[config.mk]
export PLATFORM = sky130hd
export DESIGN_NAME = opl3_reg_write_queue_flat
export DESIGN_NICKNAME = d
export VERILOG_FILES = /design/src/rtl/opl3_reg_write_queue_if.sv /design/src/rtl/opl3_reg_write_queue.sv /design/src/flat_wrapper.sv
export SDC_FILE = /design/constraint.sdc
export NUM_CORES = 1
export LEC_CHECK = 0
export BUFFER_PORTS_ARGS = -buffer_cell sky130_fd_sc_hd__clkbuf_2
export CORE_UTILIZATION = 58
export DETAILED_ROUTE_END_ITERATION = 6
export PLACE_DENSITY = 0.78
export SLEW_MARGIN = 40
export SYNTH_ARGS = -nofsm -noshare
export SYNTH_HDL_FRONTEND = slang
export SYNTH_SLANG_ARGS = --single-unit
[constraint.sdc]
create_clock -name clk -period 2.2 [get_ports clk]
set_input_delay 0.11 -clock clk [delete_from_list [all_inputs] [get_ports clk]]
set_output_delay 0.11 -clock clk [all_outputs]
set_load 0.1 [all_outputs]
[src/rtl/opl3_reg_write_queue_if.sv]
// Host-side and register-file-side signals of the OPL3 register write queue.
// The slave modport is the queue itself; the master modport is whoever drives the host port.
interface opl3_reg_write_queue_if #(
  parameter int DEPTH      = 4,
  parameter int DATA_WIDTH = 8,
  parameter int ADDR_WIDTH = 9
);
  localparam int LVL_W = $clog2(DEPTH) + 1;

  logic                  host_wr;
  logic [1:0]            host_a;
  logic [DATA_WIDTH-1:0] host_din;
  logic                  drain_en;
  logic                  wea;
  logic [ADDR_WIDTH-1:0] addra;
  logic [DATA_WIDTH-1:0] dia;
  logic [LVL_W-1:0]      level;
  logic                  busy;
  logic                  overflow;

  modport master (
    output host_wr, host_a, host_din, drain_en,
    input  wea, addra, dia, level, busy, overflow
  );

  modport slave (
    input  host_wr, host_a, host_din, drain_en,
    output wea, addra, dia, level, busy, overflow
  );
endinterface

[src/rtl/opl3_reg_write_queue.sv]
// Decodes OPL3 address/data port writes, queues complete register writes in a FIFO,
// and replays them as single-cycle register-file writes whenever drain_en allows.
module opl3_reg_write_queue #(
  parameter int DEPTH      = 4,
  parameter int DATA_WIDTH = 8,
  parameter int ADDR_WIDTH = 9
) (
  input  logic                   clk,
  input  logic                   reset,
  opl3_reg_write_queue_if.slave  bus
);
  localparam int PTR_W = $clog2(DEPTH);
  localparam int LVL_W = PTR_W + 1;
  localparam int ENT_W = ADDR_WIDTH + DATA_WIDTH;
  localparam logic [LVL_W-1:0] LVL_FULL = LVL_W'(DEPTH);

  logic [ENT_W-1:0]      mem_q [DEPTH];

  logic [ADDR_WIDTH-1:0] addr_latch_q, addr_latch_d;
  logic [PTR_W-1:0]      wr_ptr_q, wr_ptr_d;
  logic [PTR_W-1:0]      rd_ptr_q, rd_ptr_d;
  logic [LVL_W-1:0]      level_q, level_d;
  logic                  overflow_q, overflow_d;
  logic                  wea_q, wea_d;
  logic [ADDR_WIDTH-1:0] addra_q, addra_d;
  logic [DATA_WIDTH-1:0] dia_q, dia_d;

  logic addr_load;
  logic push;
  logic pop;
  logic push_ok;
  logic empty;
  logic full;

  assign addr_load = bus.host_wr & ~bus.host_a[0];
  assign push      = bus.host_wr &  bus.host_a[0];
  assign empty     = (level_q == '0);
  assign full      = (level_q == LVL_FULL);
  assign pop       = bus.drain_en & ~empty;
  // A pop frees the head slot in the same cycle, so a full FIFO can still take a push.
  assign push_ok   = push & (~full | pop);

  always_comb begin
    addr_latch_d = addr_latch_q;
    wr_ptr_d     = wr_ptr_q;
    rd_ptr_d     = rd_ptr_q;
    level_d      = level_q;
    overflow_d   = overflow_q;
    wea_d        = 1'b0;
    addra_d      = addra_q;
    dia_d        = dia_q;

    if (addr_load) begin
      addr_latch_d = ADDR_WIDTH'({bus.host_a[1], bus.host_din});
    end

    if (push_ok) begin
      wr_ptr_d = wr_ptr_q + PTR_W'(1);
    end

    if (pop) begin
      rd_ptr_d           = rd_ptr_q + PTR_W'(1);
      wea_d              = 1'b1;
      {addra_d, dia_d}   = mem_q[rd_ptr_q];
    end

    case ({push_ok, pop})
      2'b10:   level_d = level_q + LVL_W'(1);
      2'b01:   level_d = level_q - LVL_W'(1);
      default: level_d = level_q;
    endcase

    if (push && !push_ok) begin
      overflow_d = 1'b1;
    end
  end

  always_ff @(posedge clk or posedge reset) begin
    if (reset) begin
      addr_latch_q <= '0;
      wr_ptr_q     <= '0;
      rd_ptr_q     <= '0;
      level_q      <= '0;
      overflow_q   <= 1'b0;
      wea_q        <= 1'b0;
      addra_q      <= '0;
      dia_q        <= '0;
    end else begin
      addr_latch_q <= addr_latch_d;
      wr_ptr_q     <= wr_ptr_d;
      rd_ptr_q     <= rd_ptr_d;
      level_q      <= level_d;
      overflow_q   <= overflow_d;
      wea_q        <= wea_d;
      addra_q      <= addra_d;
      dia_q        <= dia_d;
    end
  end

  // Storage needs no reset: level and pointers decide which entries are valid.
  // The head is read combinationally above, so a full-FIFO push/pop overwrites it safely.
  always_ff @(posedge clk) begin
    if (push_ok) begin
      mem_q[wr_ptr_q] <= {addr_latch_q, bus.host_din};
    end
  end

  assign bus.wea      = wea_q;
  assign bus.addra    = addra_q;
  assign bus.dia      = dia_q;
  assign bus.level    = level_q;
  assign bus.busy     = ~empty;
  assign bus.overflow = overflow_q;

endmodule

[src/flat_wrapper.sv]
// flat-port wrapper written by rule: the top's interface ports become plain ports
module opl3_reg_write_queue_flat 
#(
  parameter int DEPTH      = 4,
  parameter int DATA_WIDTH = 8,
  parameter int ADDR_WIDTH = 9
)
  (clk, reset, bus_host_wr, bus_host_a, bus_host_din, bus_drain_en, bus_wea, bus_addra, bus_dia, bus_level, bus_busy, bus_overflow);
  opl3_reg_write_queue_if #(.DEPTH(DEPTH), .DATA_WIDTH(DATA_WIDTH), .ADDR_WIDTH(ADDR_WIDTH)) bus_i ();
  input  logic clk;
  input  logic reset;
  input wire logic [$bits(bus_i.host_wr)-1:0] bus_host_wr;
  input wire logic [$bits(bus_i.host_a)-1:0] bus_host_a;
  input wire logic [$bits(bus_i.host_din)-1:0] bus_host_din;
  input wire logic [$bits(bus_i.drain_en)-1:0] bus_drain_en;
  output wire logic [$bits(bus_i.wea)-1:0] bus_wea;
  output wire logic [$bits(bus_i.addra)-1:0] bus_addra;
  output wire logic [$bits(bus_i.dia)-1:0] bus_dia;
  output wire logic [$bits(bus_i.level)-1:0] bus_level;
  output wire logic [$bits(bus_i.busy)-1:0] bus_busy;
  output wire logic [$bits(bus_i.overflow)-1:0] bus_overflow;
  assign bus_i.host_wr = bus_host_wr;
  assign bus_i.host_a = bus_host_a;
  assign bus_i.host_din = bus_host_din;
  assign bus_i.drain_en = bus_drain_en;
  assign bus_wea = bus_i.wea;
  assign bus_addra = bus_i.addra;
  assign bus_dia = bus_i.dia;
  assign bus_level = bus_i.level;
  assign bus_busy = bus_i.busy;
  assign bus_overflow = bus_i.overflow;
  opl3_reg_write_queue #(.DEPTH(DEPTH), .DATA_WIDTH(DATA_WIDTH), .ADDR_WIDTH(ADDR_WIDTH)) u_core (.clk(clk), .reset(reset), .bus(bus_i));
endmodule
* Word-level counts from Yosys, hierarchy flattened
Memory sizes are Yosys's and may differ from the RTL's. A register that Yosys moved wholly into a read port is not among the register bits. Index checks and enable logic that the tools add are counted.
Storage, ports and cells: output and inout bits 23, bits in writable memories 68, memories 1, register bits after elaboration 18
Operators by class: reductions and logical operators 4, eq/ne operators 3, add/sub/neg operators 4, bitwise operators 8, multiplexer cells 4
Memories:
- u_core.mem_q | words 4, bits a word 17, rd ports 1, clocked after Yosys merged registers in 1, wr ports 1, line opl3_reg_write_queue.sv:17 | logic [ENT_W-1:0] mem_q [DEPTH];
Operators with widths (count):
- $pmux 3 s2 | 1
- $add 2x1->2 const B | 2
- $and 1x1->1 | 4
- $add 3x1->3 const B | 1
- $eq 3x3->1 const B | 1
- $logic_not 3->1 | 1
- $mux 1 | 3
- $not 1->1 | 3
- $sub 3x1->3 const B | 1
- $eq 2x1->1 const B | 1
- $eq 2x2->1 const B | 1
- $reduce_bool 2->1 | 1
- $logic_and 1x1->1 | 1
- $logic_not 1->1 | 1
- $or 1x1->1 | 1

* Longest topological paths before layout
Gate-level depths: netlist of the first run.
word-level depth 7, depth in mapped cells 9

* Worst setup path before layout of the first run
No wires, ideal clock.
kind register -> register, from register u_core.level_q[2] (netlist: u_core.bus.level[2]), to register u_core.level_q[2] (netlist: u_core.bus.level[2]), stages on the path, launching flop included 10, arrival time 2.470 ns, library setup time 0.163 ns, path slack -0.433 ns, cell sequence dfrtp_1 -> nor4b_1 -> nor2_1 -> inv_1 -> ha_1 -> inv_1 -> fa_1 -> xor2_1 -> nor2_1 -> xor2_1
On the way: cells in the longest elaborated chain, start to end 7, elaborated cells between the ends (all ways) 13, classes of those cells 2 x add/sub; 3 x eq/ne; 1 x mux; 5 x bitwise; 2 x reduce/logical
RTL lines:
- start, declared | line opl3_reg_write_queue.sv:22 | logic [LVL_W-1:0] level_q, level_d;
- start signal, assigned | line opl3_reg_write_queue.sv:92 | level_q <= level_d;
- $logic_not 3->1 | line opl3_reg_write_queue.sv:37 | assign empty = (level_q == '0);
- $not 1->1 | line opl3_reg_write_queue.sv:39 | assign pop = bus.drain_en & ~empty;
- $and 1x1->1 | line opl3_reg_write_queue.sv:39
- $or 1x1->1 | line opl3_reg_write_queue.sv:41 | assign push_ok = push & (~full | pop);
- $and 1x1->1 | line opl3_reg_write_queue.sv:41
- $eq 2x1->1 or $eq 2x2->1 (tied branches) | line opl3_reg_write_queue.sv:67 | case ({push_ok, pop})
- $pmux 3 s2 or $reduce_bool 2->1 (tied branches)
Parallel ways exist; a longest one is shown, timed or not. A chain may end at the register's enable or synchronous reset.

* Final worst setup path of the first run
from register u_core.level_q[1] (netlist: u_core.bus.level[1]), to register u_core.level_q[2] (netlist: u_core.bus.level[2])
The elaborated chain is that of the path after synthesis.

==> results of run 1 <==
-- through the flow --
stage                     utilization, %  setup slack (ps)
after CTS                           70.3              27.4
after global routing                70.6            -0.367
after detailed placement            66.0              51.7
after floorplan                        -              7.01
final                               70.6               147
after global placement              66.0               168
-- logic make-up (layout without fill, tap and decap cells) --
logic type / count (synthesis) / after routing
buf+inv: 14 / 77
simple gates: 11 / 11
xor+xnor: 6 / 6
fa+ha+maj: 6 / 6
flops: 103 / 103
mux: 45 / 45
compound gates: 2 / 2
-- worst paths after layout --
check / from / end / depth (start not counted)
worst max register to register: u_core.bus.level[1] / u_core.bus.level[2] / 9
worst min register to register: u_core.bus.overflow / u_core.bus.overflow / 1
worst min-delay path: bus_host_din[1] / u_core.mem_q[2][1] / 1
min in group asynchronous: reset / u_core.addr_latch_q[0] / 3
worst max-delay path: u_core.bus.level[1] / u_core.bus.level[2] / 9
max in group asynchronous: reset / u_core.rd_ptr_q[0] / 4
-- state kept, by name (all words and copies together), names as in the netlist --
name and count:
u_core.bus.overflow 1, u_core.bus.wea 1, u_core.bus.addra 9, u_core.addr_latch_q 9, u_core.bus.level 3, u_core.wr_ptr_q 2
u_core.mem_q 68, u_core.bus.dia 8, u_core.rd_ptr_q 2
-- cells in the mapped netlist, drive strengths merged --
cell    number  area share (%)
edfxtp      68              51
dfrtp       35              22
mux2        27             8.4
mux4        17              10
inv          7            0.66
buf          6             1.3
ha           5             1.6
and2         4            0.63
xnor2        3            0.66
xor2         3            0.66
nand2        2            0.19
nor2         2            0.19
a31o         1            0.22
clkbuf       1           0.094
fa           1            0.50
mux2i        1            0.25
nor2b        1            0.16
nor4b        1            0.22
o31a         1            0.22
or3          1            0.16
-- routing by layer --
metal  vias up  global-route usage (%)
met4         0                    9.24
met2        52                    32.5
li1        844                       -
met1       944                    24.4
met5         -                       0
met3         9                    3.54
-- worst max-delay path: cells and delay by family (launching register included) --
| kind | cells | cell delay [ps] |
|---|---|---|
| flip-flops | 1 | 500 |
| XOR/XNOR | 2 | 320 |
| adder cells (fa/ha/maj) | 2 | 520 |
| AND/OR/NAND/NOR | 3 | 510 |
| buffers and inverters | 2 | 120 |
-- timing repair --
item                       4_1_cts  5_1_grt
hold endpoints to repair        36        0
setup endpoints to repair        0        1
hold buffers                     9        0
buffers inserted                 0        2
gates resized for setup          0        2
-- final cells by class --
type | instances | area [um2]
Sequential cell | 103 | 2930
Fill cell | 388 | 1910
Clock buffer | 15 | 156
Clock inverter | 1 | 30.0
Inverter | 7 | 26.3
Tap cell | 77 | 96.3
Multi-Input combinational cell | 70 | 1000
Timing Repair Buffer | 54 | 350
==> results.txt, run 1 <==
Global routing consumed, over all layers together, 19.3% of the routing resources. Measured along the x axis, the die boundary spans 84.8 um. The number of port buffers works out to 36. Summing the areas of all xor and xnor instances in the mapped netlist gives 1.32% of the synthesized area.

The final count of pins violating max slew was 0. The worst pin sits at a relative slew slack of 59.2%. STA classifies the critical path endpoint as a flop. The total half-perimeter wirelength after legalization and detailed placement is 3720 um, and the count of TritonRoute iterations in the first routing pass is 7.

The top metal layer carrying routed signals was met4. After detailed routing, the total wire length is 6110 um. The tools report the sequential cell area fraction in the yosys report as 73.4%.

The clock net in this run drives a total of 103 sinks. The tree is rooted in a sky130_fd_sc_hd__clkbuf_8. The mean post-synth cell area is 21.3 um2, and the largest net degree at the start of global routing is 23. Fmax: 0.487 GHz. Synthesis instantiated 24 different standard cells from the library. The aggregate negative setup slack is 0 ps, and the ratio of final minimum period to clock period is 93.3%. The post-synthesis to final-layout area growth works out to 15.5%. Critical setup path kind: flop to flop.

The residual overflow from global routing is 0, and the detailed-route DRC error count is 3. The core region is 6490 um2. The tools report the hold violation count in the final report as 0.

In this run the count of I/O pins placed on the die edge is 37. Max-cap violations in this run came to 0. After Yosys synthesis, and, or, nand and nor cells account for 1.54% of the synthesized area. The compound-cell area share of the yosys netlist is 0.441%. The per-cell routed wire length was 18.7 um. Leaving out fill and tap cells, the most frequent cell in the layout is sky130_fd_sc_hd__edfxtp_1. The tools report the total via count in the routed design as 1849.

Setup violations remaining at the end of the flow were counted as 0. The die is 84.8 um tall. The number of register bits inferred by synthesis was 103; the number of antenna violations at the first check in global routing was 0. The total inserted antenna cells is 0. Synthesis produced 187 cells. In this run the cell area of the synthesized design comes to 3970 um2. The tightest min-delay check is of the input port to flop type. Once detail routing completed, the nets flagged for antenna violations numbered 0. The checks that failed: DRC.

After the last flow step, the layout net total stands at 265. The maximum cell stage delay along the critical path works out to 500 ps. The congestion estimate from routability-driven global placement came to 0.722.

Summing the areas of all fa, ha and maj instances in the mapped netlist gives 2.08% of the synthesized area. The deepest level of the CTS H-tree is 3. After synthesis, the share of cell area in mux cells is 19.1%.

Data on the critical path is required at its endpoint by 2450 ps. The worst path arrival time is 2310 ps. The run finished, with violations left. The first global-routing pass estimated 9770 um of wire. The routed length on met1 came out at 2620 um.

The finished cells cover 4590 um2. The run gives 2 as the maximum clock path buffer count. The worst path in the final design needs a cycle of 2050 ps, including I/O delays and setup. For the final database, setup skew stands at 16.6 ps. The run gives 11.9 ps as the minimum hold slack. Walking the worst path, the cells encountered are nor4b_4 > nor2_1 > inv_1 > ha_2 > inv_1 > fa_2 > xor2_1 > nor2_1 > xor2_1.

The synthesized net count was 207; the vias per cell was 5.65. The largest fanout of any net on the critical path is 3. The starting utilization of the core area is 61.2%. The post-route netlist has 40.8% of its cells at a drive strength greater than 1.

The non-filler instance count after layout was 327; the placed cell count was 300. In this run the cell area measured after placement is 4290 um2. The setup slack of the most critical reg-to-reg path is 150 ps. By area, the combinational part of the netlist is dominated by multiplexers. The clock reaches the later pin of the worst-skew pair after 350 ps. TritonCTS built the clock tree. Standard cell with the maximum stage delay on the critical path: sky130_fd_sc_hd__dfrtp_4. In this run, CTS created clock tree buffers numbering 9. The total of warnings raised by yosys is 0. The tools report the kind of start point of the critical path as a flop. The number of global-route vias before repair was 1930; the violation count after the first detailed-route iteration was 96. The floorplan step defined a die boundary enclosing 7190 um2. The post-CTS clock slew at the launch and capture registers of the worst setup and hold paths is 90 ps. The detailed route wirelength on metal2 came out at 3160 um. Leaving out fill and tap cells, the most frequent cells in the layout are sky130_fd_sc_hd__edfxtp_1, sky130_fd_sc_hd__clkbuf_2, sky130_fd_sc_hd__dfrtp_1, sky130_fd_sc_hd__mux2_2, sky130_fd_sc_hd__clkbuf_8. The detailed-routed wire length on met3 is 203 um. The transition time of the tightest slew-check pin was 611 ps; the number of cell rows was 29.
Power of run 1 is not shown: default switching activity piles up to over one toggle a cycle in this logic, so the estimate is an artifact.
==> run 2, diff against run 1 <==
--- a/config.mk
+++ b/config.mk
@@ -6,9 +6,10 @@
 export NUM_CORES = 1
 export LEC_CHECK = 0
 export BUFFER_PORTS_ARGS = -buffer_cell sky130_fd_sc_hd__clkbuf_2
+export CORE_MARGIN = 2
 export CORE_UTILIZATION = 58
 export DETAILED_ROUTE_END_ITERATION = 6
-export PLACE_DENSITY = 0.78
+export PLACE_DENSITY_LB_ADDON = 0.2
 export SLEW_MARGIN = 40
 export SYNTH_ARGS = -nofsm -noshare
 export SYNTH_HDL_FRONTEND = slang
==> run 2 against run 1 <==
Die area up 4.8%. Clock skew down 4.0 ps. Hold slack improved by 16 ps. Core utilization is 1.7 points lower. Sequential cell count stayed put. The run now ends clean. Via count rose by 1.5%. Critical path depth unchanged. Non-clock buffer count up 3. Final cell count increased by 1.8%. Register-to-register slack worse by 40 ps. First-iteration DRC count is 4.2% lower. Critical endpoint unchanged. Clock-buffer cell count fell by 6.
==> results.txt, run 2 (synthesis gave the netlist of run 1 again) <==
Clock skew on the completed layout was measured at 12.6 ps. After global routing the overflow that remains totals 0. The worst path arrival time is 2370 ps, and the worst slack at placement is 40.3 ps. The detailed router finished its first iteration with 92 violations. The first global-routing pass estimated 10200 um of wire. Max-cap violations in this run came to 0.

The deepest level of the CTS H-tree is 3, and the largest fanout of any net on the critical path is 4. The largest single stage delay on the critical path is 510 ps. The transition time of the tightest slew-check pin is 549 ps, and the count of clock tree sinks is 103. The fmax is 0.477 GHz, and the share of cells above drive strength 1 is 42.7%. In the final routed layout, each cell accounts on average for 19.6 um.

The clock latency on the worst-skew pair is 360 ps, and the number of antenna violations at the first check in global routing is 0. The die height is 86.8 um. The shortest period the worst path allows was 2100 ps. The flow ran to the end, and the final reports show no timing, DRC or antenna violations.

The tools report the global router's overall resource usage as 19.1%. The min-delay analysis places its worst path in the category input port to flop. The congestion estimate from routability-driven global placement came to 0.731. The commonest non-fill, non-tap cell in the layout is sky130_fd_sc_hd__edfxtp_1. The worst setup path is captured at a flop. Setup violations remaining at the end of the flow were counted as 0. The hold violation count in the final report is 0. The kind of start point of the critical path is a flop.

TritonCTS built the clock tree. The number of port buffers is 36. The multi-input logic area is 1000 um2, and the number of filler instances in the final layout is 443. Entering global routing, the biggest net connects 36 pins. The tools report the maximum clock path buffer count as 2. The initial utilization of the core area, before any placement, comes to 59.1%. The vias per cell works out to 5.63. During I/O placement, the number of pins put on the boundary was 37. Measured against its own limit, the worst slew margin works out to 63.6%. Summing over every cut layer, the via total after detailed routing is 1876.

Critical setup path kind: flop to flop. The library cells used most frequently in the layout, excluding fill and tap cells, are sky130_fd_sc_hd__edfxtp_1, sky130_fd_sc_hd__clkbuf_2, sky130_fd_sc_hd__dfrtp_1, sky130_fd_sc_hd__mux2_2, sky130_fd_sc_hd__dlygate4sd3_1. The post-CTS clock slew at the launch and capture registers of the worst setup and hold paths was 90 ps; the detailed-route DRC error count was 0.

For this block, the routed nets add up to 6540 um of wire. The signal on the critical path passes through nor4b_4 > nor2_2 > inv_1 > ha_2 > inv_1 > fa_2 > xor2_1 > nor2_1 > xor2_1. Total inserted antenna cells: 0.

The root buffer cell chosen for the clock tree is sky130_fd_sc_hd__clkbuf_8. The run gives 0 as the final count of pins violating max slew. In this run, CTS created clock tree buffers numbering 9.

Relative to the synthesized area, the layout overhead comes to 16.6%. The slowest stage of the critical path belongs to the cell sky130_fd_sc_hd__dfrtp_4. The total area inside the core boundary comes to 6720 um2.

For the number of global-route vias before repair, the log shows 1961. The detail route stage leaves a number of antenna-violating nets equal to 0. The final setup slack of the worst path came out at 105 ps. The run gives 2480 ps as the required time at the worst-slack endpoint. The width of the die came out at 86.8 um. The tightest hold path in the finished design has a slack of 27.9 ps. Summed over all nets, the half-perimeter wirelength after detailed placement is 4010 um. The sequential cells in the finished layout cover a total of 2930 um2.

The register with the most flip-flops is u_core.mem_q. The ratio of final minimum period to clock period is 95.2%. The die covers 7530 um2.

Count of TritonRoute iterations in the first routing pass: 4. For the layout net count, the log shows 268. In this run the core area contains 30 standard-cell rows. The number of flip-flops in the largest register came out at 68.
run 2: cell count changes in the layout (fill, tap and decap cells not counted), sizes merged:
cell / change
buf: +1
bufinv: +1
clkbuf: -6
clkinv: +5
dlygate4sd3: +2
run 2: worst max-delay path, delay by kind of cell, from the launching register on:
family	cells	cell delay, ps
XOR/XNOR	2	310
flip-flops	1	510
buffers and inverters	2	120
adder cells (fa/ha/maj)	2	530
AND/OR/NAND/NOR	3	530
run 2: metal layers:
metal	wire length, um	track usage, %	vias up
li1	-	-	846
met1	2700	24.3	987
met2	3560	32.5	34
met3	157	2.86	9
met4	119	9.38	0
met5	0	0	-
run 2: per-stage QoR:
step                utilization [%]  area (um2)  setup TNS, ps  std cells
floorplan                         -        4000              0        187
global placement               63.8        4290              0        304
detailed placement             63.9        4290              0        304
CTS                            68.6        4610              0        331
global route                   69.0        4630          -9.53        333
finish                         69.0        4630              0        333
run 2: repair_timing:
item                       CTS  global route
resized for setup            0             3
buffers inserted             0             2
hold endpoints to repair    69             0
setup endpoints to repair    0             1
hold buffers                11             0
run 2: path summary, 6_finish.rpt:
| kind | slack, ps | to | startpoint | cells past startpoint |
|---|---|---|---|---|
| worst max-delay path | 100 | u_core.bus.level[2] | u_core.bus.level[1] | 9 |
| worst min-delay path | 30 | u_core.bus.overflow | bus_host_a[0] | 2 |
| worst max register to register | 100 | u_core.bus.level[2] | u_core.bus.level[1] | 9 |
| worst min register to register | 510 | u_core.bus.overflow | u_core.bus.overflow | 1 |
| max in group asynchronous | 1450 | u_core.bus.level[2] | reset | 4 |
| min in group asynchronous | 390 | u_core.addr_latch_q[1] | reset | 4 |
run 2: final cells by class:
class	instances	share of cell area, %
clock inverters	7	1.89
well taps	80	2.16
inverters	7	0.567
multi-input cells	70	21.6
repair buffers	57	7.88
clock buffers	9	2.67
flip-flops and latches	103	63.2
Power of run 2 is left out for the same reason.
==> run 3, diff against run 2 <==
--- a/config.mk
+++ b/config.mk
@@ -5,9 +5,10 @@
 export SDC_FILE = /design/constraint.sdc
 export NUM_CORES = 1
 export LEC_CHECK = 0
+export ABC_AREA = 1
 export BUFFER_PORTS_ARGS = -buffer_cell sky130_fd_sc_hd__clkbuf_2
 export CORE_MARGIN = 2
-export CORE_UTILIZATION = 58
+export CORE_UTILIZATION = 59
 export DETAILED_ROUTE_END_ITERATION = 6
 export PLACE_DENSITY_LB_ADDON = 0.2
 export SLEW_MARGIN = 40
==> run 3 against run 2 <==
Largest cell class unchanged. Non-clock buffer count fell by 4. Die area up 9.3%. Hold slack got worse by 18 ps. Routed wire length rose by 29%. Sequential share of layout area fell by 4.9 points. First-iteration DRC count increased to 2.7 times the previous value.
==> results.txt, run 3 <==
The flow ran to the end, and the final reports show no timing, DRC or antenna violations. The synthesized net count is 456, and the number of global-route vias before repair is 2856. The ratio of final minimum period to clock period was 89.3%; the aggregate negative setup slack was 0 ps.

Tracing the worst setup path back leads to its startpoint at u_core.bus.level[0]. On the worst path, the slowest cell contributes a delay of 520 ps. The register with the most flip-flops in the layout has 68 of them.

Counting the fill cells in the layout gives 576. Between clock sinks in the finished design, the worst skew comes to 9.59 ps. During synthesis, Yosys emitted a total of 0 warnings.

For this design the static power due to leakage is 2.46 nW. Dividing total power by cell area gives a power density of 1460 nW/um2. From left edge to right edge, the die measures 90.7 um. Summing all flip-flop and latch instances after layout gives 2930 um2. The violation count after the first detailed-route iteration was 246. For the sequential cell area fraction in the yosys report, the log shows 65.7%.

By area the synthesized netlist is led by sky130_fd_sc_hd__edfxtp_1, sky130_fd_sc_hd__dfrtp_1, sky130_fd_sc_hd__nand2_1. Post-synthesis to final-layout area growth: 13.1%. TritonCTS built the clock tree. For the pin with the worst max-slew slack, the measured transition is 544 ps.

The final wirelength was 8410 um; the maximum clock path buffer count was 2. The worst path arrival time is 2220 ps, and the detailed-route DRC error count is 0. The fraction of registers with async set or reset after synthesis was 34.0%; the relative max-transition margin was 63.9%. The number of endpoints failing setup at the final stage is 0, and the number of buffers added by the clock tree synthesis step is 9. The tree is rooted in a sky130_fd_sc_hd__clkbuf_8. The synthesized netlist occupies a cell area of 4440 um2. The most common cell in the synthesized netlist is sky130_fd_sc_hd__nand2_1. The count of boundary I/O pins was 37. Number of antenna violations at the first check in global routing: 0. The critical path in this run is classified as flop to flop. Setup repair after global routing left no endpoint under its margin. Across the run, the number of max-cap violations was 0. The average instance in the mapped netlist occupies 10.2 um2. The per-cell routed wire length came out at 14.3 um. The tools report the multi-input logic area as 1080 um2. STA classifies the critical path endpoint as a flop. The final route contains 2881 vias. The hold violation count in the final report was 0; the number of synthesized flops with an enable pin was 68. The number of distinct library cells after synthesis was 26. Entering global routing, the biggest net connects 36 pins.

For this configuration, the core starts out at a cell density of 61.2%. The post-route netlist has 15.1% of its cells at a drive strength greater than 1. The floorplan has 31 rows. For the required time at the worst-slack endpoint, the log shows 2450 ps. The tools report the maximum vdd ir drop as 0.734 mV. The tools report the worst reg2reg path startpoint as u_core.bus.level[0]. Including well taps, the total number of placed cells is 566. Clock-pin slew was measured on the worst setup and hold paths at 90 ps. The fraction of post-synthesis cell area in the top cell type by area is 46.0%.

The count of buffers added on input and output ports is 36. 0 antenna diodes ended up in the layout. The path class of the tightest hold or removal check is input port to flop. Walking the worst path, the cells encountered are nor2_4 > nand2_2 > nand2_4 > ha_1 > inv_1 > fa_1 > nand2_1 > nand3_1 > xor2_1. The residual overflow from global routing was 0. The floorplan step defined a die boundary enclosing 8230 um2. Die height: 90.7 um. The largest individual stage delay along the critical path comes from the cell sky130_fd_sc_hd__dfrtp_4. Along the worst path, the maximum fanout reaches 7. The final weighted congestion in routability-driven placement was 0.748.

For the final count of pins violating max slew, the log shows 0. The worst setup path is launched from a flop. Once detail routing completed, the nets flagged for antenna violations numbered 0. Once layout is done, the placed cells without fillers occupy 5020 um2.

The most used flip-flop cell after synthesis is sky130_fd_sc_hd__edfxtp_1. The number of register bits inferred by synthesis is 103. Across every metal layer, demand over resource in global routing totals 22.5%. The first global-routing pass estimated 13900 um of wire. Derived from the worst setup path, the maximum achievable clock frequency is 0.509 GHz. sky130_fd_sc_hd__edfxtp_1 takes more of the synthesized area than any other cell.

For the total power, the log shows 7.32 mW. The layout net count is 506, and the number of instances in the synthesized netlist is 436. For the deepest level of the CTS H-tree, the log shows 3. The number of cells on the worst reg-to-reg path is 9. The commonest non-fill, non-tap cell in the layout is sky130_fd_sc_hd__nand2_1.

Before CTS, the worst setup slack after placement is 168 ps. The worst min-delay path startpoint was bus_host_din[1]. The worst path meets setup with 236 ps of slack.

The placed instances occupy a cell area of 4700 um2. At the later pin of the worst-skew pair, clock insertion delay measures 360 ps. For this run, the number of standard cells in the final layout without fillers is 590.

For this run, the detailed router's first-pass iteration total came to 4. The worst hold path stage count was 1. The region available for standard cell placement spans 7250 um2. The worst path needs 1960 ps of the cycle, external delays included. The vias per cell was 4.88. Counting flops per register, the top entry is u_core.mem_q. After legalization and detailed placement, the total HPWL measured 5140 um. Counting instances in the post-synthesis netlist gives the leading cell types as sky130_fd_sc_hd__nand2_1, sky130_fd_sc_hd__inv_1, sky130_fd_sc_hd__edfxtp_1, sky130_fd_sc_hd__nand3_1, sky130_fd_sc_hd__dfrtp_1.

The library cells used most frequently in the layout, excluding fill and tap cells, are sky130_fd_sc_hd__nand2_1, sky130_fd_sc_hd__inv_1, sky130_fd_sc_hd__edfxtp_1, sky130_fd_sc_hd__nand3_1, sky130_fd_sc_hd__clkbuf_2. CTS saw 103 sinks.
## run 3: path summary, 6_finish.rpt
path,end,slack [ps]
worst max-delay path,u_core.bus.level[2],240
worst min-delay path,u_core.mem_q[0][1],10
worst max register to register,u_core.bus.level[2],240
worst min register to register,u_core.bus.dia[3],480
max in group asynchronous,u_core.addr_latch_q[2],1410
min in group asynchronous,u_core.bus.addra[6],270
## run 3: critical path, delay by kind of cell, from the launching register on
family | cells | cell delay, ps
fa+ha+maj | 2 | 540
buf+inv | 1 | 70
simple gates | 5 | 580
flops | 1 | 520
xor+xnor | 1 | 150
## run 3: metrics by stage
| step | hold WS [ps] | utilization [%] |
|---|---|---|
| 2_1_floorplan | 209 | - |
| 3_3_place_gp | 280 | 64.9 |
| 3_5_place_dp | 271 | 64.9 |
| 4_1_cts | 7.50 | 69.0 |
| 5_1_grt | 4.57 | 69.2 |
| 6_report | 10.1 | 69.2 |
## run 3: layout make-up
| class | instances | share of cell area, % |
|---|---|---|
| clock inverter | 3 | 0.922 |
| sequential | 103 | 58.4 |
| multi-input combinational | 233 | 21.5 |
| clock buffer | 13 | 3.61 |
| tap | 99 | 2.47 |
| inverter | 86 | 6.63 |
| timing repair buffer | 53 | 6.53 |
## run 3: what timing repair did
| action | in CTS | in global routing |
|---|---|---|
| setup buffers | 0 | 0 |
| setup endpoints to repair | 0 | 1 |
| hold buffers | 7 | 1 |
| resized for setup | 0 | 2 |
| endpoints found under the hold margin | 39 | 1 |
## run 3: logic make-up after synthesis
kind of cell / Yosys count / share of synthesized area, %
compound gates: 3 / 0.394
flops: 103 / 65.7
simple gates: 220 / 20.7
xor+xnor: 4 / 0.958
fa+ha+maj: 6 / 1.86
buf+inv: 100 / 10.3
## run 3: report_power, final
group          total [mW]  switching (mW)  internal, mW
clock network        1.30           0.630         0.670
logic                3.31            2.66         0.655
registers            2.71           0.232          2.48
## run 3: layer usage
metal	GRT usage, %	share of wire (%)	vias to the layer above
met5	0	0	-
met4	10.8	1.2	0
met3	4.26	5.2	8
met2	36.0	50	81
met1	29.8	43	1354
li1	-	-	1438
(Power assumes the default switching activity.)
